File: config.mk
export PLATFORM = sky130hd
export DESIGN_NAME = s_rca_pipe
export DESIGN_NICKNAME = d
export VERILOG_FILES = /design/src/rtl/s_rca_pipe_pkg.sv /design/src/rtl/rca_chunk.sv /design/src/rtl/s_rca_pipe.sv
export SDC_FILE = /design/constraint.sdc
export NUM_CORES = 1
export LEC_CHECK = 0
export CAP_MARGIN = 20
export CORE_UTILIZATION = 37
export DETAILED_ROUTE_END_ITERATION = 16
export GPL_ROUTABILITY_DRIVEN = 1
export GPL_TIMING_DRIVEN = 1
export PLACE_DENSITY = 0.63
export SYNTH_ARGS = -nofsm -noshare
export SYNTH_HDL_FRONTEND = slang
export SYNTH_SLANG_ARGS = --single-unit
File: constraint.sdc
create_clock -name clk -period 1.8 [get_ports clk]
set_input_delay 0.18 -clock clk [delete_from_list [all_inputs] [get_ports clk]]
set_output_delay 0.18 -clock clk [all_outputs]
set_load 0.1 [all_outputs]
File: src/rtl/s_rca_pipe_pkg.sv
// -----------------------------------------------------------------------------
// s_rca_pipe_pkg
// Shared helpers for the pipelined ripple-carry adder s_rca_pipe.
//   chunk_w : width of one ripple chunk (one pipeline rank)
//   cfg_ok  : legality of a WIDTH/STAGES pair. The top evaluates it at
//             elaboration, so an odd split fails the build.
// The rank payload struct lives in the top module. Its field widths depend on
// the instance parameters, and a package cannot see them.
// -----------------------------------------------------------------------------
package s_rca_pipe_pkg;

  function automatic int chunk_w(input int width, input int stages);
    return width / stages;
  endfunction

  function automatic bit cfg_ok(input int width, input int stages);
    return (stages >= 1) && (stages <= width) && ((width % stages) == 0);
  endfunction

endpackage

File: src/rtl/rca_chunk.sv
// -----------------------------------------------------------------------------
// rca_chunk
// C-bit combinational ripple chain of full-adder cells.
//   a, b   : chunk operands
//   cin    : carry into bit 0
//   s      : chunk sum
//   cout   : carry out of the msb
//   c_msb  : carry into the msb (overflow tap); present only when
//            S_RCA_PIPE_OVF_EN is defined
// -----------------------------------------------------------------------------
module rca_chunk #(
  parameter int C = 4
) (
  input  logic [C-1:0] a,
  input  logic [C-1:0] b,
  input  logic         cin,
  output logic [C-1:0] s,
  output logic         cout
`ifdef S_RCA_PIPE_OVF_EN
  ,
  output logic         c_msb
`endif
);

  // c[i] is the carry into bit i; c[C] is the chunk carry-out.
  logic [C:0] c;

  always_comb begin
    c    = '0;
    s    = '0;
    c[0] = cin;
    for (int i = 0; i < C; i++) begin
      s[i]   = a[i] ^ b[i] ^ c[i];
      c[i+1] = (a[i] & b[i]) | (c[i] & (a[i] ^ b[i]));
    end
  end

  assign cout = c[C];

`ifdef S_RCA_PIPE_OVF_EN
  assign c_msb = c[C-1];
`endif

endmodule

File: src/rtl/s_rca_pipe.sv
// -----------------------------------------------------------------------------
// s_rca_pipe
// Pipelined WIDTH-bit add/subtract. The ripple chain is cut into STAGES chunks
// of C = WIDTH/STAGES bits, and a carry register sits between each chunk.
// The result is WIDTH+1 bits wide. When SIGNED=1 the top bit is a sign
// extension. When SIGNED=0 the top bit is the carry-out.
//
// Ports
//   clk, rst_n          : clock, asynchronous active-low reset
//   in_valid / in_ready : operand handshake (a, b, sub, in_tag)
//   sub                 : 0 = a+b, 1 = a-b
//   out_valid/out_ready : result handshake (out, out_tag)
//   ovf                 : overflow, aligned with out. This port exists only
//                         when the macro S_RCA_PIPE_OVF_EN is defined.
//
// Handshake: a transfer occurs on a rising edge where valid && ready.
// The whole pipe advances only when the output slot is empty or being drained:
// advance = !out_valid || out_ready. in_ready equals advance, so it is a
// combinational function of out_valid and out_ready only. out, out_tag and
// out_valid are held while out_valid && !out_ready.
// -----------------------------------------------------------------------------
module s_rca_pipe
  import s_rca_pipe_pkg::*;
#(
  parameter int WIDTH  = 16,
  parameter int STAGES = 4,
  parameter int SIGNED = 1,
  parameter int TAG_W  = 4
) (
  input  logic             clk,
  input  logic             rst_n,
  input  logic             in_valid,
  output logic             in_ready,
  input  logic [WIDTH-1:0] a,
  input  logic [WIDTH-1:0] b,
  input  logic             sub,
  input  logic [TAG_W-1:0] in_tag,
  output logic             out_valid,
  input  logic             out_ready,
  output logic [WIDTH:0]   out,
  output logic [TAG_W-1:0] out_tag
`ifdef S_RCA_PIPE_OVF_EN
  ,
  output logic             ovf
`endif
);

  localparam int C = chunk_w(WIDTH, STAGES);

  if (!cfg_ok(WIDTH, STAGES)) begin : g_cfg_check
    $error("s_rca_pipe: WIDTH must be a multiple of STAGES and 1 <= STAGES <= WIDTH");
  end

  // One pipeline rank. The full operands travel with the op. Each rank
  // consumes only its own chunk, and synthesis trims the bits already used.
  typedef struct packed {
    logic             valid;
    logic [TAG_W-1:0] tag;
    logic [WIDTH-1:0] sum;    // low chunks completed so far
    logic             carry;  // carry into the next chunk
    logic [WIDTH-1:0] a;
    logic [WIDTH-1:0] b;      // already conditioned (b_eff)
    logic             sa;     // a[WIDTH-1]
    logic             sb;     // b_eff[WIDTH-1]
`ifdef S_RCA_PIPE_OVF_EN
    logic             sub;
    logic             c_msb;  // carry into bit WIDTH-1 (valid in last rank)
`endif
  } rank_t;

  logic             advance;
  logic [WIDTH-1:0] b_eff;
  logic             top_bit;
  rank_t            in_src;
  rank_t            pipe [STAGES];
  rank_t            nxt  [STAGES];

  logic [C-1:0] ch_a  [STAGES];
  logic [C-1:0] ch_b  [STAGES];
  logic [C-1:0] ch_s  [STAGES];
  logic         ch_ci [STAGES];
  logic         ch_co [STAGES];
`ifdef S_RCA_PIPE_OVF_EN
  logic         ch_cm [STAGES];
`endif

  assign advance  = !out_valid || out_ready;
  assign in_ready = advance;

  // Subtraction is a + ~b + 1. The +1 enters as the chunk-0 carry-in.
  assign b_eff = sub ? ~b : b;

  always_comb begin
    in_src       = '0;
    in_src.valid = in_valid;
    in_src.tag   = in_tag;
    in_src.a     = a;
    in_src.b     = b_eff;
    in_src.carry = sub;
    in_src.sa    = a[WIDTH-1];
    in_src.sb    = b_eff[WIDTH-1];
`ifdef S_RCA_PIPE_OVF_EN
    in_src.sub   = sub;
`endif
  end

  // Chunk k adds bits [k*C +: C]. Chunk 0 is fed from the ports. Later chunks
  // are fed from the previous rank's registered operands and carry.
  for (genvar k = 0; k < STAGES; k++) begin : g_chunk
    if (k == 0) begin : g_first
      assign ch_a[k]  = in_src.a[C-1:0];
      assign ch_b[k]  = in_src.b[C-1:0];
      assign ch_ci[k] = in_src.carry;
    end else begin : g_next
      assign ch_a[k]  = pipe[k-1].a[k*C +: C];
      assign ch_b[k]  = pipe[k-1].b[k*C +: C];
      assign ch_ci[k] = pipe[k-1].carry;
    end

    rca_chunk #(.C(C)) u_chunk (
      .a    (ch_a[k]),
      .b    (ch_b[k]),
      .cin  (ch_ci[k]),
      .s    (ch_s[k]),
      .cout (ch_co[k])
`ifdef S_RCA_PIPE_OVF_EN
      ,
      .c_msb(ch_cm[k])
`endif
    );
  end

  always_comb begin
    nxt[0]              = in_src;
    nxt[0].sum[C-1:0]   = ch_s[0];
    nxt[0].carry        = ch_co[0];
`ifdef S_RCA_PIPE_OVF_EN
    nxt[0].c_msb        = ch_cm[0];
`endif
    for (int k = 1; k < STAGES; k++) begin
      nxt[k]              = pipe[k-1];
      nxt[k].sum[k*C +: C] = ch_s[k];
      nxt[k].carry        = ch_co[k];
`ifdef S_RCA_PIPE_OVF_EN
      nxt[k].c_msb        = ch_cm[k];
`endif
    end
  end

  // A bubble only clears the valid bit. The payload is left as it was, so the
  // last rank (and therefore out) keeps its final valid result.
  always_ff @(posedge clk or negedge rst_n) begin
    if (!rst_n) begin
      for (int k = 0; k < STAGES; k++) pipe[k] <= '0;
    end else if (advance) begin
      for (int k = 0; k < STAGES; k++) begin
        if (nxt[k].valid) pipe[k] <= nxt[k];
        else              pipe[k].valid <= 1'b0;
      end
    end
  end

  // The top bit comes from registered fields of the last rank, so it is
  // aligned with out and reads 0 out of reset.
  assign top_bit   = (SIGNED != 0)
                   ? (pipe[STAGES-1].sa ^ pipe[STAGES-1].sb ^ pipe[STAGES-1].carry)
                   : pipe[STAGES-1].carry;
  assign out_valid = pipe[STAGES-1].valid;
  assign out_tag   = pipe[STAGES-1].tag;
  assign out       = {top_bit, pipe[STAGES-1].sum};

`ifdef S_RCA_PIPE_OVF_EN
  // Signed: carries into and out of the msb disagree.
  // Unsigned: carry-out on add, or borrow (no carry-out) on subtract.
  assign ovf = (SIGNED != 0)
             ? (pipe[STAGES-1].carry ^ pipe[STAGES-1].c_msb)
             : (pipe[STAGES-1].carry ^ pipe[STAGES-1].sub);
`endif

endmodule

==> results of run 1 <==
## what timing repair did
action                                 in CTS  in global routing
setup endpoints to repair                  11                 10
pin swaps                                   5                  2
buffers inserted                            4                  1
endpoints found under the hold margin      26                  0
hold buffers                                1                  0
resized for setup                          15                  4
## per-layer routing
metal / share of wire / vias up
met4: 0.018 / 0
met3: 0.042 / 12
li1: - / 1306
met1: 0.47 / 1357
met5: 0 / -
met2: 0.47 / 64
## flip-flops by register name, summed over array words and instances, names as in the netlist
signal,flops
nxt,63
out,16
ch_a,12
ch_b,12
pipe,3
out_valid,1
out_tag,4
ch_ci,3
## per-stage QoR
step / total power, mW / util
floorplan: 9.31 / -
global placement: 10.4 / 0.441
detailed placement: 10.5 / 0.441
CTS: 14.7 / 0.498
global route: 15.4 / 0.498
finish: 14.6 / 0.498
## worst min-delay path by stage
stage | cells after the start | start | to | slack, ns
floorplan | 0 | rst_n | ch_a[0] | -0.12
global placement | 1 | rst_n | out_tag[2] | 0.13
detailed placement | 1 | rst_n | out_tag[2] | 0.14
CTS | 2 | rst_n | out_tag[2] | 0.24
global route | 2 | rst_n | out_tag[2] | 0.26
finish | 2 | rst_n | out_tag[2] | 0.24
## final cells by class
| type | instances | area share |
|---|---|---|
| Clock buffer | 22 | 0.0731 |
| Clock inverter | 10 | 0.0340 |
| Inverter | 37 | 0.0210 |
| Multi-Input combinational cell | 169 | 0.277 |
| Sequential cell | 114 | 0.431 |
| Tap cell | 176 | 0.0332 |
| Timing Repair Buffer | 86 | 0.131 |
## power by group
part	total (mW)	internal [mW]	switching (mW)
Sequential	4.44	3.77	0.673
Combinational	6.14	2.51	3.64
Clock	4.00	2.87	1.12
Total	14.6	9.15	5.43
## cells by family after synthesis
logic type / after synthesis / synth area share
multiplexers: 96 / 0.221
adder cells (fa/ha/maj): 15 / 0.0593
XOR/XNOR: 18 / 0.0311
flip-flops: 114 / 0.563
AND/OR/NAND/NOR: 11 / 0.0126
buffers and inverters: 76 / 0.0842
AO/OA/AOI/OAI: 29 / 0.0286
## cells in the mapped netlist (all sizes together)
cell type  number  area, um2
a21oi          22        110
and2            1       8.76
buf            35        273
clkbuf          4       15.0
dfrtp         114       2850
fa             15        300
inv            37        139
mux2           86       1020
mux2i          10        100
nand2           5       21.3
nand2b          1       13.8
nand3           4       20.0
o21ai           7       35.0
xnor2          14        123
xor2            4       35.0
==> flow_summary.yaml, run 1 <==
run_status:
  status: "finished, violations left"
  violations: "setup timing"
worst_setup_path:
  r2r-end: "nxt[98]"
  slowest_delay_ns: 0.41
  crit_end: "nxt[98]"
  arrival_ns: 2.42
  reg2reg_setup_slack_ns: -0.28
  critPathTopFamily: "adder cells"
  crit_required_ns: 2.13
  end_kind: "register"
  cp-start-kind: "register"
  cp_max_fo: 2
  r2r_start: "ch_a[8]"
  cp_num_buf_inv: 3
  critical_path_class: "register to register"
  crit_cells: 8
  cp_slowest_cell: "fa_2"
  timing.critical_path.cells: "fa_2 -> inv_2 -> fa_2 -> inv_2 -> fa_2 -> inv_2 -> fa_1 -> mux2i_1"
  critPathLaunch: "ch_a[8]"
  reg2regPathDepth: 8
clocking:
  h-tree-depth: 4
  clock_sink_count: 114
  clock_path_buffers: 2
  clock-root-buffer: "clkbuf_16"
  cts_tree: "done"
  cts_buffers: 17
  clk_pin_slew_ns: 0.05
  clock_latency_ns: 0.41
timing:
  fin_ws_ns: -0.284
  finalCritPeriodShare: 1.16
  hold_ws_ns: 0.239
  maxSlewViolCount: 0
  relSlewSlack: 0.737
  finalCriticalPeriod_ns: 2.08
  fin_skew_ns: 0.00527
  setup_viol: 8
  tightestPinTransition_ns: 0.395
  rsz0062_at_grt: "yes"
  finalHoldViolations: 0
  max_freq_ghz: 0.480
  tns_ns: -1.07
finish:
  nFillCells: 1145
  design_area_um2: 6620
  layout_commonest_cell: "dfrtp_1"
  diodes: 0
  drive_above_1_share: 0.438
  ff_latch_area_um2: 2850
  layout.cells.non_filler: 614
  final_cell_mix: "dfrtp_1, mux2_2, clkdlybuf4s50_1, buf_4, inv_1"
  syn_to_final_growth_pct: 30.7
  layout.nets: 481
  multi_input_area_um2: 1840
global_route:
  grt_pass1_wl_mm: 14.9
  met2_usage: 0.214
  antenna_found_initial: 0
  grt_pass1_vias: 2980
  grt_remaining_overflow: 0
  grt_max_degree: 39
  met3_usage: 0.0398
  met1_usage: 0.179
  grt_use_total: 0.139
  top_usage_layer: "met2"
pwr:
  peakVddDrop_mv: 0.816
  pwr_density_cell_nw_per_um2: 2200
  cellLeakagePower_nw: 2.99
floorplanning:
  initial_core_util: 0.381
  boundaryPins: 64
  rows: 42
  dieArea_um2: 14200
  core_area_um2: 13300
  die_y_um: 119
  die_w_um: 119
detailed_routing:
  drtAntennaViolNets: 0
  finalWirelength_mm: 8.86
  dr.pass1.iters: 4
  via_per_inst: 4.46
  vias: 2739
  wire_per_inst_um: 14.4
  drtIter0Drc: 98
  drc: 0
logic_synthesis:
  synth_seq_area_share: 0.563
  yosys.cell_types.count: 20
  netlist_instances: 359
  synth_nets: 415
  yosysWarnings: 0
  avgSynthCellArea_um2: 14.1
  synth_area_um2: 5070
  synth_seq_cells: 114
run:
  maxCapViolCount: 0
place:
  dp_slack_ns: -0.637
  port_buffers: 63
  post-place-cells: 576
  hpwl_mm: 6.15
  placed_cell_area_um2: 5860
  place_congestion: 0.714
hold_path:
  hold_path_class: "primary input to asynchronous set/reset pin"
Note: power is estimated with default switching activity, not from simulation.
==> run 2, diff against run 1 <==
--- a/config.mk
+++ b/config.mk
@@ -10,7 +10,8 @@
 export DETAILED_ROUTE_END_ITERATION = 16
 export GPL_ROUTABILITY_DRIVEN = 1
 export GPL_TIMING_DRIVEN = 1
-export PLACE_DENSITY = 0.63
+export PLACE_DENSITY = 0.7
+export SKIP_CTS_REPAIR_TIMING = 1
 export SYNTH_ARGS = -nofsm -noshare
 export SYNTH_HDL_FRONTEND = slang
 export SYNTH_SLANG_ARGS = --single-unit
==> flow_summary.yaml, run 2 (synthesis gave the netlist of run 1 again) <==
timing:
  fin_ws_ns: -0.284
  setup_viol: 9
  tns_ns: -1.07
  hold_ws_ns: 0.261
  relSlewSlack: 0.607
  fin_skew_ns: 0.00598
  finalCriticalPeriod_ns: 2.08
  maxSlewViolCount: 0
  finalHoldViolations: 0
  finalCritPeriodShare: 1.16
  max_freq_ghz: 0.480
  rsz0062_at_grt: "yes"
  tightestPinTransition_ns: 0.589
finish:
  nFillCells: 1141
  layout_commonest_cell: "dfrtp_1"
  diodes: 0
  largest_register_ff_count: 63
  layout.nets: 475
  final_cell_mix: "dfrtp_1, mux2_2, clkdlybuf4s50_1, buf_4, inv_1"
  drive_above_1_share: 0.424
  design_area_um2: 6520
  syn_to_final_growth_pct: 28.6
clocking:
  cts_buffers: 17
  clock_path_buffers: 2
  clock_sink_count: 114
  clk_pin_slew_ns: 0.05
  clock-root-buffer: "clkbuf_16"
  h-tree-depth: 4
  clock_latency_ns: 0.40
  cts_tree: "done"
hold_path:
  hold_path_class: "primary input to register"
  hold_depth: 4
pwr:
  p_switching_mw: 5.37
  cellLeakagePower_nw: 2.95
  pwr_density_cell_nw_per_um2: 2160
  pwr-share-comb: 0.428
  power_frac_clock: 0.256
  p_int_mw: 8.71
  peakVddDrop_mv: 0.729
  seqPwrFrac: 0.316
  sw_frac_of_total: 0.381
detailed_routing:
  dr.pass1.iters: 4
  vias: 2727
  drtAntennaViolNets: 0
  drc: 0
  finalWirelength_mm: 8.68
  via_per_inst: 4.49
  wire_per_inst_um: 14.3
  drtIter0Drc: 100
worst_setup_path:
  cp_slowest_cell: "fa_1"
  crit_required_ns: 2.12
  cp-start-kind: "register"
  cp_max_fo: 2
  end_kind: "register"
  timing.critical_path.cells: "fa_2 -> inv_2 -> fa_1 -> inv_1 -> fa_2 -> inv_2 -> fa_1 -> mux2i_1"
  r2r-end: "nxt[46]"
  crit_end: "nxt[46]"
  critPathLaunch: "ch_a[4]"
  slowest_delay_ns: 0.42
  critical_path_class: "register to register"
  reg2regPathDepth: 8
  arrival_ns: 2.41
  reg2reg_setup_slack_ns: -0.28
  r2r_start: "ch_a[4]"
run_status:
  status: "finished, violations left"
  violations: "setup timing"
global_route:
  antenna_found_initial: 0
  top_usage_layer: "met2"
  met3_usage: 0.0455
  grt_use_total: 0.141
  grt_pass1_wl_mm: 15.3
  met1_usage: 0.178
  grt_remaining_overflow: 0
  grt_max_degree: 115
  grt_pass1_vias: 3057
  met2_usage: 0.222
floorplanning:
  rows: 42
  dieArea_um2: 14200
  boundaryPins: 64
  die_y_um: 119
  core_area_um2: 13300
  initial_core_util: 0.381
  die_w_um: 119
place:
  port_buffers: 63
  place_congestion: 0.731
  placed_cell_area_um2: 5840
  hpwl_mm: 5.90
run:
  maxCapViolCount: 0
run 2: cell count changes in the layout (fill, tap and decap cells not counted), sizes merged, moves of 2 or more:
| cell | before | now |
|---|---|---|
| buf | 46 | 40 |
| dlymetal6s2s | 0 | 4 |
| dlygate4sd2 | 3 | 0 |
| bufinv | 7 | 5 |
| clkbuf | 23 | 21 |
| clkinv | 3 | 5 |
run 2: power by group through the flow:
stage / clock network (mW) / logic [mW] / registers (mW)
after global routing: 3.82 / 6.51 / 4.62
after floorplan: 0 / 4.98 / 4.33
after detailed placement: 0 / 6.05 / 4.50
after CTS: 3.68 / 6.09 / 4.48
after global placement: 0 / 5.89 / 4.45
final: 3.60 / 6.03 / 4.45
run 2: per-layer routing:
metal	routed length (um)	part of all wire
met1	3930	0.45
met2	4310	0.50
met3	320	0.037
met4	124	0.014
met5	0	0
run 2: stage by stage:
step | power, mW | instances | setup WS (ns) | util
final | 14.1 | 608 | -0.284 | 0.490
after global routing | 14.9 | 608 | -0.409 | 0.490
after CTS | 14.2 | 607 | -0.375 | 0.488
after detailed placement | 10.5 | 575 | -0.694 | 0.439
after global placement | 10.3 | 575 | -0.675 | 0.439
after floorplan | 9.31 | 359 | -0.266 | -
run 2: worst max-delay path, delay by kind of cell (launching register included):
kind	cells	cell delay (ns)
adder cells (fa/ha/maj)	4	1.30
flip-flops	1	0.40
buffers and inverters	3	0.18
multiplexers	1	0.14
run 2: worst min-delay path by stage:
stage | startpoint | slack, ns | end
floorplan | rst_n | -0.12 | ch_a[0]
global placement | rst_n | 0.30 | nxt[141]
detailed placement | rst_n | 0.31 | nxt[141]
CTS | rst_n | -0.12 | nxt[139]
global route | a[0] | 0.26 | nxt[147]
finish | a[0] | 0.26 | nxt[147]
run 2: cell type report:
| cell class | count | area, um2 | area share |
|---|---|---|---|
| clock inverters | 11 | 183 | 0.0280 |
| flip-flops and latches | 114 | 2850 | 0.438 |
| multi-input cells | 169 | 1840 | 0.282 |
| inverters | 37 | 139 | 0.0213 |
| repair buffers | 80 | 827 | 0.127 |
| clock buffers | 21 | 460 | 0.0706 |
| well taps | 176 | 220 | 0.0338 |
==> run 3, diff against run 2 <==
--- a/config.mk
+++ b/config.mk
@@ -5,10 +5,12 @@
 export SDC_FILE = /design/constraint.sdc
 export NUM_CORES = 1
 export LEC_CHECK = 0
+export ABC_AREA = 1
 export CAP_MARGIN = 20
+export CORE_MARGIN = 2
 export CORE_UTILIZATION = 37
 export DETAILED_ROUTE_END_ITERATION = 16
-export GPL_ROUTABILITY_DRIVEN = 1
+export GPL_ROUTABILITY_DRIVEN = 0
 export GPL_TIMING_DRIVEN = 1
 export PLACE_DENSITY = 0.7
 export SKIP_CTS_REPAIR_TIMING = 1
==> flow_summary.yaml, run 3 <==
detailed_routing:
  via_per_inst: 4.38
  drtAntennaViolNets: 0
  drtIter0Drc: 189
  drc: 0
  wire_per_inst_um: 11.5
  vias: 3791
  finalWirelength_mm: 9.98
  dr.pass1.iters: 4
hold_path:
  hold_path_class: "primary input to register"
place:
  port_buffers: 63
  post-place-cells: 832
  hpwl_mm: 7.19
global_route:
  grt_pass1_vias: 3783
  grt_max_degree: 42
  grt_remaining_overflow: 0
  antenna_found_initial: 0
  grt_pass1_wl_mm: 18.0
  grt_use_total: 0.140
logic_synthesis:
  avgSynthCellArea_um2: 8.74
  yosys-top-cells-area: "dfrtp_1, nand2_1, nand3_1"
  netlist_instances: 622
  synth_nets: 678
  async_flop_share: 1.00
  synth_enable_flop_cells: 0
  yosys.cell_types.count: 18
  yosysMostFrequentCell: "nand2_1"
  yosys.area.top_type: "dfrtp_1"
  synth_seq_area_share: 0.524
  synth_area_um2: 5440
  synth_top_area_share: 0.524
  synthFlopType: "dfrtp_1"
  synth_seq_cells: 114
  ys_top_cells_by_count: "nand2_1, dfrtp_1, nand3_1, inv_1, buf_4"
  yosysWarnings: 0
floorplanning:
  boundaryPins: 64
  die_w_um: 125
  die_y_um: 125
  rows: 44
  initial_core_util: 0.377
  dieArea_um2: 15700
  core_area_um2: 14400
run_status:
  status: "finished, violations left"
  violations: "setup timing"
clocking:
  cts_tree: "done"
  cts_buffers: 17
  clock_path_buffers: 2
  clock_latency_ns: 0.41
  h-tree-depth: 4
  clock_sink_count: 114
  clk_pin_slew_ns: 0.05
  clock-root-buffer: "clkbuf_16"
timing:
  tns_ns: -1.17
  finalHoldViolations: 0
  tightestPinTransition_ns: 0.459
  setup_viol: 6
  fin_ws_ns: -0.325
  maxSlewViolCount: 0
  finalCritPeriodShare: 1.18
  max_freq_ghz: 0.470
  finalCriticalPeriod_ns: 2.13
  fin_skew_ns: 0.0138
  rsz0062_at_grt: "yes"
  relSlewSlack: 0.694
worst_setup_path:
  critical_path_class: "register to register"
  cp-start-kind: "register"
  crit_required_ns: 2.14
  arrival_ns: 2.47
  end_kind: "register"
  cp_max_fo: 2
finish:
  syn_to_final_growth_pct: 22.8
  final_cell_mix: "nand2_1, dfrtp_1, nand3_1, buf_4"
  drive_above_1_share: 0.151
  nFillCells: 1414
  diodes: 0
  largest_register_ff_count: 63
  layout.cells.non_filler: 865
  layout_commonest_cell: "nand2_1"
  layout.nets: 724
pwr:
  pwr_density_cell_nw_per_um2: 1910
  peakVddDrop_mv: 0.801
  cellLeakagePower_nw: 3.58
run:
  maxCapViolCount: 0
-- run 3: final timing paths --
| check | slack, ns | endpoint | start | depth (start not counted) |
|---|---|---|---|---|
| max reg2reg | -0.33 | nxt[98] | ch_a[8] | 9 |
| min | 0.12 | nxt[147] | a[0] | 5 |
| max | -0.33 | nxt[98] | ch_a[8] | 9 |
| min reg2reg | 0.47 | nxt[165] | nxt[165] | 2 |
| min in group asynchronous | 0.26 | out_tag[0] | rst_n | 2 |
| max in group asynchronous | 0.95 | ch_b[10] | rst_n | 3 |
-- run 3: power by group --
group | switching (mW) | leakage [nW] | internal (mW)
Clock | 1.09 | 0.300 | 2.27
Combinational | 3.55 | 1.83 | 1.57
Sequential | 0.669 | 1.44 | 3.61
Total | 5.31 | 3.58 | 7.44
-- run 3: final cells by class --
cell class,instances,area [um2],share of cell area
Multi-Input combinational cell,406,2000,0.300
Clock inverter,10,131,0.0197
Timing Repair Buffer,84,816,0.122
Tap cell,184,230,0.0345
Inverter,45,169,0.0253
Sequential cell,114,2850,0.427
Clock buffer,22,474,0.0710
-- run 3: critical path, cell delays in order (launching register included) --
cell      delay (ns)
dfrtp_1         0.40
fa_2            0.39
inv_2           0.06
fa_2            0.18
inv_2           0.04
fa_2            0.32
inv_2           0.06
fa_1            0.39
nand3b_1        0.16
nand2_1         0.07
-- run 3: kinds of logic after synthesis --
family / share of synthesized area
AND/OR/NAND/NOR: 0.296
XOR/XNOR: 0.00483
flip-flops: 0.525
AO/OA/AOI/OAI: 0.00460
adder cells (fa/ha/maj): 0.0552
buffers and inverters: 0.115
-- run 3: stage by stage --
stage / power [mW] / area, um2 / utilization / hold slack (ns) / worst slack [ns]
2_1_floorplan: 8.62 / 5490 / - / -0.116 / -0.253
3_3_place_gp: 9.31 / 6040 / 0.419 / 0.157 / -0.510
3_5_place_dp: 9.46 / 6040 / 0.419 / 0.151 / -0.544
4_1_cts: 12.9 / 6650 / 0.461 / -0.288 / -0.343
5_1_grt: 13.7 / 6680 / 0.463 / 0.173 / -0.418
6_report: 12.7 / 6680 / 0.463 / 0.125 / -0.325
-- run 3: per-layer routing --
metal	vias up	routed length, um	track usage
met5	-	0	0
li1	1990	-	-
met2	66	4460	0.209
met3	11	306	0.0424
met1	1724	5040	0.194
met4	0	177	0.0529
